<file path="src/rtl/uart_tx_scheduler.sv">
// Round-robin scheduler feeding one byte-wide UART transmitter: grant in the request cycle, first tx_ok one cycle later.
// Each word goes out as an optional header byte then data bytes LSB first, with a full tx_ok/tx_done handshake per byte.
`timescale 1ns/1ps
module uart_tx_scheduler #(
   parameter int NUM_REQ       = 4,
   parameter int DATA_IN_WIDTH = 12,
   parameter int BYTES         = 2,
   parameter int HEADER        = 1
) (
   input  logic                             clk,
   input  logic                             reset,
   input  logic [NUM_REQ-1:0]               req,
   input  logic [NUM_REQ*DATA_IN_WIDTH-1:0] req_data,
   output logic [NUM_REQ-1:0]               grant,
   output logic [7:0]                       tx_data_out,
   output logic                             tx_ok,
   input  logic                             tx_done,
   output logic                             busy
);
   localparam int IW = (NUM_REQ > 1) ? $clog2(NUM_REQ) : 1;
   localparam int WW = BYTES * 8;
   localparam int NB = BYTES + HEADER;
   localparam int BW = (NB > 1) ? $clog2(NB) : 1;
   localparam logic [BW-1:0] LAST_BYTE = BW'(NB - 1);

   typedef enum logic [1:0] {IDLE, SEND, WAIT_DONE, WAIT_CLR} state_t;

   state_t            state_q, state_d;
   logic [WW-1:0]     word_q, word_d;
   logic [IW-1:0]     idx_q, idx_d;
   logic [IW-1:0]     last_q, last_d;
   logic [BW-1:0]     byte_idx_q, byte_idx_d;
   logic [7:0]        tx_data_q, tx_data_d;
   logic              sel_vld;
   logic [IW-1:0]     sel_idx;
   logic [DATA_IN_WIDTH-1:0] sel_word;

   // Byte n of the sequence: header first (when enabled), then data bytes LSB first.
   function automatic logic [7:0] byte_of(input logic [WW-1:0] w, input logic [IW-1:0] ix,
                                          input logic [BW-1:0] n);
      int d;
      d = int'(n) - HEADER;
      byte_of = {4'hA, 4'(ix)};
      for (int b = 0; b < BYTES; b++) begin
         if (d == b) byte_of = w[b*8 +: 8];
      end
   endfunction

   always_comb begin
      int c;
      c        = 0;
      sel_vld  = 1'b0;
      sel_idx  = '0;
      sel_word = '0;
      for (int k = 1; k <= NUM_REQ; k++) begin
         c = (int'(last_q) + k) % NUM_REQ;
         if (!sel_vld && req[IW'(c)]) begin
            sel_vld = 1'b1;
            sel_idx = IW'(c);
         end
      end
      for (int i = 0; i < NUM_REQ; i++) begin
         if (IW'(i) == sel_idx) sel_word = req_data[i*DATA_IN_WIDTH +: DATA_IN_WIDTH];
      end
   end

   always_comb begin
      state_d    = state_q;
      word_d     = word_q;
      idx_d      = idx_q;
      last_d     = last_q;
      byte_idx_d = byte_idx_q;
      tx_data_d  = tx_data_q;
      grant      = '0;
      tx_ok      = 1'b0;
      case (state_q)
         IDLE: begin
            if (sel_vld) begin
               word_d         = WW'(sel_word);
               idx_d          = sel_idx;
               byte_idx_d     = '0;
               tx_data_d      = byte_of(word_d, sel_idx, '0);
               grant[sel_idx] = 1'b1;
               state_d        = SEND;
            end
         end
         SEND: begin
            // A stale tx_done left high delays the start pulse rather than overlapping it.
            if (!tx_done) begin
               tx_ok   = 1'b1;
               state_d = WAIT_DONE;
            end
         end
         WAIT_DONE: begin
            if (tx_done) state_d = WAIT_CLR;
         end
         WAIT_CLR: begin
            if (!tx_done) begin
               if (byte_idx_q != LAST_BYTE) begin
                  byte_idx_d = byte_idx_q + 1'b1;
                  tx_data_d  = byte_of(word_q, idx_q, byte_idx_d);
                  state_d    = SEND;
               end else begin
                  last_d  = idx_q;
                  state_d = IDLE;
               end
            end
         end
         default: state_d = IDLE;
      endcase
      if (reset) begin
         grant = '0;
         tx_ok = 1'b0;
      end
   end

   always_ff @(posedge clk) begin
      if (reset) begin
         state_q    <= IDLE;
         word_q     <= '0;
         idx_q      <= '0;
         last_q     <= IW'(NUM_REQ - 1);
         byte_idx_q <= '0;
         tx_data_q  <= '0;
      end else begin
         state_q    <= state_d;
         word_q     <= word_d;
         idx_q      <= idx_d;
         last_q     <= last_d;
         byte_idx_q <= byte_idx_d;
         tx_data_q  <= tx_data_d;
      end
   end

   assign tx_data_out = tx_data_q;
   assign busy        = (state_q != IDLE);

endmodule

</file>
<file path="config.mk">
export PLATFORM = sky130hd
export DESIGN_NAME = uart_tx_scheduler
export DESIGN_NICKNAME = d
export VERILOG_FILES = /design/src/rtl/uart_tx_scheduler.sv
export SDC_FILE = /design/constraint.sdc
export NUM_CORES = 1
export LEC_CHECK = 0
export CAP_MARGIN = 25
export CORE_MARGIN = 5
export CORE_UTILIZATION = 47
export CTS_CLUSTER_DIAMETER = 200
export DETAILED_ROUTE_END_ITERATION = 10
export GPL_TIMING_DRIVEN = 1
export PLACE_DENSITY = 0.85
export SETUP_SLACK_MARGIN = 0.02
export SYNTH_ARGS = -nofsm -noshare
export SYNTH_HDL_FRONTEND = slang
export SYNTH_SLANG_ARGS = --single-unit
</file>
<file path="constraint.sdc">
create_clock -name clk -period 3.35 [get_ports clk]
set_clock_uncertainty 0.2 [all_clocks]
set_input_delay 0.335 -clock clk [delete_from_list [all_inputs] [get_ports clk]]
set_output_delay 0.335 -clock clk [all_outputs]
set_load 0.03 [all_outputs]
</file>
==> impl_metrics.toml <==
[synthesis]
ys_warn_count = 0
netlist_instances = 212
syn_area_um2 = 1790
ys_async_sr_fraction = 0
syn_avg_cell_area_um2 = 8.46
synth_edf_count = 0
ys_ff_latch = 28
synth_flop_cell = "dfxtp_1"
ys_seq_area_frac = 0.312
synth.distinct_cells = 37
synth_fp_nets = 275

[global_route]
grt_max_degree = 27
grt_pass1_wl_mm = 7.98
antenna_found_initial = 0
grt_util_all_layers = 0.193
grt_pass1_vias = 1818
grt_overflow = 0

[layout]
final_common_cell = "clkdlybuf4s50_1"
layout_common_cells = "clkdlybuf4s50_1 (66), nor2_1 (28), dfxtp_1 (28)"
drive_gt1_frac = 0.0893
num-nets-final = 344
fill_cells = 310
final_cells = 328
diodes = 0
synthToLayoutAreaGrowth_pct = 44.6

[routing]
vias_per_cell = 5.44
wl_mm = 4.87
vias = 1784
drc = 0
dr.pass1.iters = 4
antenna_left = 0
wl_per_cell_um = 14.9
drtIter0Drc = 73

[placed_design]
place_inst = 324
dp_hpwl_mm = 3.91
gp_congestion = 0.792
io_buffer_count = 68
pre_cts_slack_ns = 0.176

[sta]
fmax_mhz = 323
setup_viol = 0
finalCriticalPeriod_ns = 3.10
fin_setup_tns_ns = 0
tightest_slew_ns = 0.460
hold_viol_final = 0
relSlewSlack = 0.692
maxSlewViolCount = 0
rsz0062_at_grt = "no"
worst_slack_ns = 0.255
finalCritPeriodShare = 0.924

[clocking]
clock-sinks = 28
htreeDepth = 1
clock_path_buffers = 2
insertion_delay_ns = 0.28
numCtsBuffers = 3
path_clk_slew_ns = 0.09
cts_root_buffer = "clkbuf_8"
postCtsSetupBuffers = 0
cts_tree = "built"

[worst_setup_path]
endpoint_kind = "output pin"
path_buf_inv = 2
cp.required_ns = 2.81
path_delay_family = "buffers and inverters"
cp_slowest_stage_delay_ns = 0.69
arrival_ns = 2.56
path_depth = 7
critPathLaunchType = "input pin"
crit_type = "input pin to output pin"
cp_max_fo = 7
r2r_cells = 6
slowest_stage = "clkdlybuf4s50_1"
path_cells = "clkdlybuf4s50_1, nor2_1, a31oi_2, nand3_2, or2_1, nor2_1, clkdlybuf4s50_1"

[power_and_ir_drop]
power_density_nw_per_um2 = 580
ir_worst_vdd_mv = 0.253
leakage_nw = 1.05
power_mw = 1.51

[status]
status = "complete, no violations"

[floorplanning]
die_w_um = 71.8
die_h_um = 71.8
core_um2 = 3690
row_count = 22
die_area_um2 = 5150
ios = 69
start_util = 0.486

[worst_hold_path]
hp-class = "register to register"
hold_depth = 2

[run]
max_cap_viol_count = 0
==> through the flow <==
step	instance area (um2)	util	hold slack (ns)
2_1_floorplan	1790	-	0.232
3_3_place_gp	2520	0.682	0.253
3_5_place_dp	2520	0.682	0.253
4_1_cts	2590	0.702	0.282
5_1_grt	2590	0.704	0.328
6_report	2590	0.704	0.279
==> kinds of logic after synthesis <==
| group | count (synthesis) | share of synthesized area |
|---|---|---|
| fa+ha+maj | 8 | 0.0558 |
| buf+inv | 30 | 0.0760 |
| simple gates | 59 | 0.147 |
| mux | 22 | 0.123 |
| flops | 28 | 0.312 |
| compound gates | 65 | 0.286 |
==> power breakdown <==
group          internal, mW  switching (mW)
Combinational         0.330           0.411
Sequential            0.431          0.0666
Clock                 0.160           0.107
==> path summary, 6_finish.rpt <==
check	startpoint	to	slack, ns
worst max-delay path	req[3]	grant[2]	0.25
worst min-delay path	word_q[7]	word_q[7]	0.28
worst max register to register	last_q[1]	word_q[5]	0.91
worst min register to register	word_q[7]	word_q[7]	0.28
==> Yosys cell counts, drive strengths merged, types with 2 or more instances <==
cell,count,share of area
clkbuf,5,0.010
nor3b,2,0.0084
dfxtp,28,0.31
a31o,2,0.0098
a211oi,17,0.071
a2111oi,7,0.059
a22oi,4,0.017
o21ai,7,0.020
o22ai,3,0.014
nor2,28,0.059
o221ai,5,0.024
a21oi,11,0.031
mux2i,22,0.12
inv,19,0.040
ha,8,0.056
a31oi,3,0.010
nand2b,5,0.017
buf,6,0.026
a32oi,2,0.0098
nand2,17,0.036
==> registers in the layout (all words and copies together) (netlist names) <==
name / cells
word_q: 12
tx_data_out: 8
byte_idx_q: 2
idx_q: 2
last_q: 2
state_q: 2
==> area by class of cell <==
cell class	instances	area, um2	share of cell area
well taps	48	60.1	0.0231
repair buffers	75	728	0.281
multi-input cells	154	1100	0.425
clock buffers	3	41.3	0.0159
flip-flops and latches	28	561	0.216
inverters	19	71.3	0.0275
clock inverters	1	30.0	0.0116
==> routing by layer <==
| metal | GRT usage | routed length, um |
|---|---|---|
| met1 | 0.225 | 2110 |
| met2 | 0.354 | 2400 |
| met3 | 0.0589 | 337 |
| met4 | 0.0251 | 19 |
| met5 | 0 | 0 |
==> what timing repair did <==
| item | 4_1_cts | 5_1_grt |
|---|---|---|
| endpoints found under the setup margin | 0 | 1 |
| resized for setup | 0 | 1 |
| hold buffers | 0 | 0 |
| endpoints found under the hold margin | 0 | 0 |
==> worst register-to-register path, delay by kind of cell (launching register included) <==
| family | cells | cell delay, ns |
|---|---|---|
| AOI/OAI and AO/OA | 3 | 0.97 |
| muxes | 2 | 0.31 |
| buffers and inverters | 1 | 0.35 |
| DFF | 1 | 0.51 |
Power figures use the tool's default switching activity.
